**config.mk**
```make
export PLATFORM = sky130hd
export DESIGN_NAME = bus_master_if
export DESIGN_NICKNAME = d
export VERILOG_FILES = /design/src/rtl/bus_master_if.sv
export SDC_FILE = /design/constraint.sdc
export NUM_CORES = 1
export LEC_CHECK = 0
export BUFFER_PORTS_ARGS = -buffer_cell sky130_fd_sc_hd__buf_4
export CORE_ASPECT_RATIO = 0.9
export CORE_MARGIN = 1.5
export CORE_UTILIZATION = 40
export CTS_BUF_LIST = sky130_fd_sc_hd__clkbuf_8
export DETAILED_ROUTE_END_ITERATION = 8
export PLACE_DENSITY = 0.69
export REMOVE_ABC_BUFFERS = 1
export SYNTH_ARGS = -nofsm -noshare
export SYNTH_HDL_FRONTEND = slang
export SYNTH_SLANG_ARGS = --single-unit
```
**constraint.sdc**
```tcl
create_clock -name clk -period 2.6 [get_ports clk]
set_input_delay 0.39 -clock clk [delete_from_list [all_inputs] [get_ports clk]]
set_output_delay 0.39 -clock clk [all_outputs]
set_load 0.01 [all_outputs]
```
**src/rtl/bus_master_if.sv**
```systemverilog
// bus_master_if: Wishbone classic master for one pipeline port (fetch or memory).
// Runs one CPU access at a time on the bus, stalls the pipeline while it is in
// flight, and holds read data while the consuming stage is stalled.
// Ports:
//   clk, rst                 clock, asynchronous active-low reset
//   stall_i[5:0], flush_i    pipeline control (bit STALL_BIT holds our consumer)
//   cpu_ce_i/we_i/addr_i/data_i/sel_i   CPU access request
//   cpu_data_o, stallreq     combinational read data / stall request to pipeline
//   bus_err_o                one-cycle pulse on bus error or timeout abort
//   wb_*                     Wishbone classic master signals
module bus_master_if #(
  parameter int unsigned STALL_BIT = 1,
  parameter int unsigned TIMEOUT   = 255
) (
  input  logic        clk,
  input  logic        rst,
  input  logic [5:0]  stall_i,
  input  logic        flush_i,
  input  logic        cpu_ce_i,
  input  logic        cpu_we_i,
  input  logic [31:0] cpu_addr_i,
  input  logic [31:0] cpu_data_i,
  input  logic [3:0]  cpu_sel_i,
  output logic [31:0] cpu_data_o,
  output logic        stallreq,
  output logic        bus_err_o,
  output logic [31:0] wb_adr_o,
  output logic [31:0] wb_dat_o,
  output logic [3:0]  wb_sel_o,
  output logic        wb_we_o,
  output logic        wb_stb_o,
  output logic        wb_cyc_o,
  input  logic [31:0] wb_dat_i,
  input  logic        wb_ack_i,
  input  logic        wb_err_i
);

  localparam int unsigned CNT_W = 8;
  localparam int unsigned DW    = 32;
  localparam int unsigned SW    = 4;
  localparam logic [CNT_W-1:0] TO_VAL = CNT_W'(TIMEOUT);

  typedef enum logic [1:0] {
    IDLE       = 2'b00,
    BUSY       = 2'b01,
    WAIT_STALL = 2'b10
  } state_e;

  state_e           state_q, state_d;
  logic [CNT_W-1:0] cnt_q, cnt_d;
  logic [DW-1:0]    rd_buf_q, rd_buf_d;
  logic [DW-1:0]    adr_q, adr_d;
  logic [DW-1:0]    dat_q, dat_d;
  logic [SW-1:0]    sel_q, sel_d;
  logic             we_q, we_d;
  logic             stb_q, stb_d;
  logic             bus_err_q, bus_err_d;

  logic hold_stage;
  logic timeout;
  logic unused_stall;

  assign hold_stage   = stall_i[STALL_BIT];
  assign unused_stall = ^stall_i;
  // Timeout only fires when the slave has not answered this cycle.
  assign timeout      = (cnt_q == TO_VAL) && !wb_ack_i && !wb_err_i;

  // State and bus register
  always_ff @(posedge clk or negedge rst) begin
    if (!rst) begin
      state_q   <= IDLE;
      cnt_q     <= '0;
      rd_buf_q  <= '0;
      adr_q     <= '0;
      dat_q     <= '0;
      sel_q     <= '0;
      we_q      <= 1'b0;
      stb_q     <= 1'b0;
      bus_err_q <= 1'b0;
    end else begin
      state_q   <= state_d;
      cnt_q     <= cnt_d;
      rd_buf_q  <= rd_buf_d;
      adr_q     <= adr_d;
      dat_q     <= dat_d;
      sel_q     <= sel_d;
      we_q      <= we_d;
      stb_q     <= stb_d;
      bus_err_q <= bus_err_d;
    end
  end

  // Next-state, bus control and combinational pipeline outputs
  always_comb begin
    state_d    = state_q;
    cnt_d      = cnt_q;
    rd_buf_d   = rd_buf_q;
    adr_d      = adr_q;
    dat_d      = dat_q;
    sel_d      = sel_q;
    we_d       = we_q;
    stb_d      = stb_q;
    bus_err_d  = 1'b0;
    stallreq   = 1'b0;
    cpu_data_o = '0;

    case (state_q)
      IDLE: begin
        stallreq = cpu_ce_i & ~flush_i;
        if (cpu_ce_i && !flush_i) begin
          adr_d   = cpu_addr_i;
          dat_d   = cpu_data_i;
          we_d    = cpu_we_i;
          sel_d   = cpu_sel_i;
          stb_d   = 1'b1;
          cnt_d   = '0;
          state_d = BUSY;
        end
      end
      BUSY: begin
        // Priority: flush > err (also covers ack+err) > ack > timeout.
        if (flush_i) begin
          stb_d    = 1'b0;
          we_d     = 1'b0;
          sel_d    = '0;
          rd_buf_d = '0;
          state_d  = IDLE;
        end else if (wb_err_i || timeout) begin
          stb_d     = 1'b0;
          we_d      = 1'b0;
          sel_d     = '0;
          rd_buf_d  = '0;
          bus_err_d = 1'b1;
          state_d   = IDLE;
        end else if (wb_ack_i) begin
          stb_d      = 1'b0;
          we_d       = 1'b0;
          sel_d      = '0;
          // Writes keep the buffer clear so a held write returns zero.
          rd_buf_d   = we_q ? '0 : wb_dat_i;
          cpu_data_o = cpu_we_i ? '0 : wb_dat_i;
          state_d    = hold_stage ? WAIT_STALL : IDLE;
        end else begin
          stallreq = 1'b1;
          if (cnt_q < TO_VAL) begin
            cnt_d = cnt_q + CNT_W'(1);
          end
        end
      end
      WAIT_STALL: begin
        cpu_data_o = rd_buf_q;
        if (!hold_stage || flush_i) begin
          state_d = IDLE;
        end
      end
      default: begin
        state_d = IDLE;
      end
    endcase

    // Pipeline sees a quiet port while reset is held.
    if (!rst) begin
      stallreq   = 1'b0;
      cpu_data_o = '0;
    end
  end

  assign wb_adr_o  = adr_q;
  assign wb_dat_o  = dat_q;
  assign wb_sel_o  = sel_q;
  assign wb_we_o   = we_q;
  assign wb_stb_o  = stb_q;
  assign wb_cyc_o  = stb_q;
  assign bus_err_o = bus_err_q;

endmodule

```
== After elaboration in Yosys (flattened, before gate mapping) ==
Cells that the tools add are included.
Storage, ports and cells
  register bits: 113
  bits of input ports: 113
  output and inout bits: 105
  word-level logic and storage cells: 83
Cells by class
  $add $sub $neg: 1
  order comparisons: 1
  eq/ne operators: 10
  mux-type cells: 43
  bitwise gates (word level): 2
  reduce and logical (&&, ||, !) cells: 17
Operators by type and width (count)
  $mux 32: 9
  $pmux 32 s2: 1
  $mux 8: 5
  $mux 4: 4
  $pmux 8 s2: 1
  $mux 1: 12
  $mux 2: 6
  $ne 2x2->1 const B: 6
  $add 8x1->8 const B: 1
  $eq 8x8->1 const B: 1
  $lt 8x8->1 const B: 1
  $pmux 4 s2: 1
  $pmux 1 s2: 3
  $pmux 2 s3: 1
  $reduce_and 3->1: 2
  $reduce_and 6->1: 1
  $logic_not 1->1: 4
  $ne 4x4->1 const B: 1
  $reduce_and 2->1: 2
  $logic_and 1x1->1: 3
  $reduce_bool 3->1: 1
  $eq 2x1->1 const B: 1
  $eq 2x2->1 const B: 1
  $logic_not 2->1: 1
  other kinds (4): 5

== Longest topological paths before layout ==
  depth after elaboration: 8
  mapped depth: 7
  gate-level depth less buffers: 6

== Least setup slack after synthesis ==
No wires, ideal clock.
  path type: reg2out
  start point: reg state_q[1]
  end point: out cpu_data_o[10]
  data arrival time: 1.662 ns
  path slack: 0.548 ns
  cell stages (with the launch flop): 8
  path buffers: 1
  cells stage by stage: dfrtp_1 -> inv_1 -> ha_1 -> nand2b_1 -> nor4b_2 -> clkbuf_1 -> a22oi_1 -> nor2_1
Between the ends
  cells in the longest elaborated chain, start to end: 3
  elaborated cells on any way between the ends: 4
  those cells by class: eq/ne: 2; mux: 2
RTL lines
  start: declaration: line 49  | state_e state_q, state_d;
  start signal: assignment: line 81  | state_q <= state_d;
  $eq 2x2->1 / $eq 2x1->1 (equally long branches): line 107  | case (state_q)
  $pmux 32 s2 (*): line 107
  $mux 32 (*): line 162  | if (!rst) begin
  end: declaration: line 24  | output logic [31:0] cpu_data_o,
Every way passes the cells marked *; elsewhere a longest branch is shown, timed or not.

== Worst setup path after layout ==
  start point: reg state_q[1]
  end point: out cpu_data_o[27]
Same word-level chain as after synthesis.

==> impl_metrics.tcl <==
set metrics [dict create \
    status "complete, no violations" \
    port_buffers 212 \
    syn-instance-count 552 \
    vias 4858 \
    synth_top_area_share_pct 54.5 \
    period_share_pct 96.0 \
    die_width_um 123 \
    dpl_cell_area_sq_mm 0.00691 \
    yosysWarnings 0 \
    die-height_um 111 \
    first_pass_iters 5 \
    initial_core_util_pct 40.9 \
    final_antenna_net_count 0 \
    p_sw_mw 2.57 \
    synth_area_sq_mm 0.00519 \
    drt-initial-drc-count 302 \
    fin_ws_ns 0.105 \
    seqCellArea_sq_mm 0.00283 \
    routed_wl_um 14800 \
    crit_arrival_ns 2.11 \
    syn_avg_cell_area_sq_um 9.40 \
    final_nets 876 \
    dp_hpwl_um 9870 \
    final_area_sq_mm 0.00748 \
    critPathLaunchType "flip-flop" \
    synthDistinctLibCells 41 \
    area_growth_pct 44.2 \
    power_density_mw_per_mm2 1020 \
    clockPowerShare_pct 25.2 \
    cts_buffers 17 \
    min_path_type "input port to flip-flop" \
    rsz0062_at_grt "false" \
    multi_input_area_sq_mm 0.00220 \
    antenna_found_initial 0 \
    cp_max_fo 16 \
    end_kind "output pin" \
    diodes 0 \
    peakVddDrop_mv 0.503 \
    final_cell_mix "buf_4 (224), nand2_1 (196), dfrtp_1 (113), nor2_1 (40), a21boi_0 (33)" \
    drv_cap 0 \
    grt_pass1_wl_um 23700 \
    grt_pass1_vias 4887 \
    dieArea_sq_mm 0.0137 \
    pre_cts_slack_ns 0.178 \
    htree_levels 4 \
    p_int_mw 5.05 \
    synth_top_area_cell "dfrtp_1" \
    cp_slowest_stage_delay_ns 0.39 \
    ff2ff_path_depth 5 \
    relSlewSlack_pct 49.8 \
    gp_routability_congestion 0.790 \
    critical_path.cell_chain "inv_2 > ha_4 > nand2b_4 > nor4b_4 > buf_6 > buf_12 > a22oi_1 > nor2_1 > buf_4" \
    p_leak_nw 3.81 \
    grt_overflow 0 \
    r2r_end "cnt_q[2]" \
    synth_area_leaders "dfrtp_1 (55%), nand2_1 (14%), a31o_2 (5.1%), a21boi_0 (4.8%), a22oi_1 (4.6%)" \
    final_common_cell "buf_4" \
    finClkSkew_ns 0.0104 \
    min_period_ns 2.50 \
    hold_violations 0 \
    path_clk_slew_ns 0.07 \
    crit_start "state_q[1]" \
    crit_type "flip-flop to output pin" \
    yosysSeqAreaShare_pct 54.5 \
    maxSlewViolCount 0 \
    critPathRequiredTime_ns 2.21 \
    switching_share_pct 33.7 \
    worstMarginPinSlew_ns 0.754 \
    clkSinkCount 113 \
    fillers 1097 \
    drcViolationCount 0 \
    rows 39 \
    synth_seq_cells 113 \
    cts_tree "built" \
    core-area_sq_mm 0.0127 \
    fmax_ghz 0.401 \
    vias_per_cell 5.19 \
    reg2reg_from "cnt_q[0]" \
    ios 218 \
    cp-endpoint "cpu_data_o[27]" \
    finalSetupViolCount 0 \
    drive_above_1_share_pct 38.9 \
    slowest_stage "dfrtp_1" \
    clock_latency_ns 0.43 \
    wl_per_cell_um 15.8 \
    pwr-share-seq_pct 38.1 \
    grt_max_degree 66 \
    track_usage_pct 22.2 \
    power_frac_comb_pct 36.7 \
    clock_path_buffers 2 \
    cts_root_buf "clkbuf_8" \
    timing.reg2reg.setup_slack_ns 0.65 \
]
[worst min-delay path by stage]
stage                   startpoint            to  slack [ns]  cells after the start
CTS                  cpu_addr_i[1]   wb_adr_o[1]        0.11                      3
detailed placement             rst     bus_err_o        0.30                      1
global placement               rst     bus_err_o        0.30                      1
finish               cpu_addr_i[5]   wb_adr_o[5]        0.15                      3
global route        cpu_data_i[16]  wb_dat_o[16]        0.12                      3
floorplan                      rst     bus_err_o        0.09                      0
[per-stage QoR]
step	std cells	TNS, ns	utilization [%]	total power, mW	hold WS, ns
floorplan	512	-40.75	-	4.22	0.0944
global placement	899	0	54.4	5.59	0.297
detailed placement	899	0	54.4	5.68	0.300
CTS	936	0	59.0	7.70	0.114
global route	936	0	59.0	8.11	0.122
finish	936	0	59.0	7.61	0.145
[metal layers]
metal  part of all wire, %  vias up  GRT usage [%]
met5                     0        -              0
met4                   2.0        0           9.12
met3                    10       27           8.08
met2                    46      205           34.0
met1                    42     2328           28.4
li1                      -     2298              -
[power groups by stage]
stage	Sequential, mW	Clock, mW	Combinational [mW]
floorplan	3.10	0	1.12
global placement	2.88	0	2.71
detailed placement	2.90	0	2.78
CTS	2.90	1.98	2.82
global route	2.99	2.06	3.06
finish	2.90	1.92	2.79
[cell families after synthesis]
group | after synthesis | synth area share, %
compound gates | 123 | 19.6
fa+ha+maj | 4 | 0.965
buf+inv | 46 | 3.79
flops | 113 | 54.5
simple gates | 266 | 21.2
[state kept, by name, indices dropped and copies added (netlist names)]
name / flops
wb_dat_o: 32
wb_adr_o: 32
wb_sel_o: 4
wb_we_o: 1
cnt_q: 8
wb_cyc_o: 1
state_q: 2
bus_err_o: 1
rd_buf_q: 32
[synthesized netlist by cell type]
master    count
nand2_1     196
dfrtp_1     113
nor2_1       40
a21boi_0     33
a22oi_1      32
a31o_2       30
clkbuf_1     25
buf_2         7
a221o_1       6
inv_1         6
nor3_1        6
a22o_1        5
buf_1         4
buf_4         4
ha_1          4
a32o_1        3
nand3_1       3
nand3b_1      3
nor4_1        3
o21ai_0       3
a21o_1        2
a31o_1        2
nand4_1       2
nor3b_1       2
o31ai_4       2
a211o_1       1
and2_1        1
and2b_1       1
and3_1        1
and3b_1       1
and4b_1       1
nand2b_1      1
nand3_4       1
nor2b_1       1
nor4b_1       1
nor4b_2       1
o211ai_1      1
o211ai_2      1
o21ai_1       1
o22ai_1       1
or2_2         1
[worst max-delay path: cells and delay by family, from the launching register on]
family / cells / cell delay, ns
buffers and inverters: 4 / 0.55
DFF: 1 / 0.39
AOI/OAI and AO/OA: 1 / 0.07
and+or+nand+nor: 3 / 0.51
adders and majority gates: 1 / 0.15
[area by class of cell]
| class | instances | share of cell area [%] |
|---|---|---|
| clock buffer | 24 | 4.42 |
| clock inverter | 8 | 1.96 |
| inverter | 6 | 0.301 |
| multi-input combinational | 393 | 29.4 |
| sequential | 113 | 37.8 |
| tap | 164 | 2.74 |
| timing repair buffer | 228 | 23.4 |
[what timing repair did]
item / CTS / global route
pin swaps: 1 / 1
setup endpoints to repair: 32 / 16
hold endpoints to repair: 20 / 0
gates resized for setup: 7 / 2
cloned: 1 / 0
setup buffers: 3 / 0
hold buffers: 1 / 0
No activity file was read; power rests on OpenSTA's default activity.
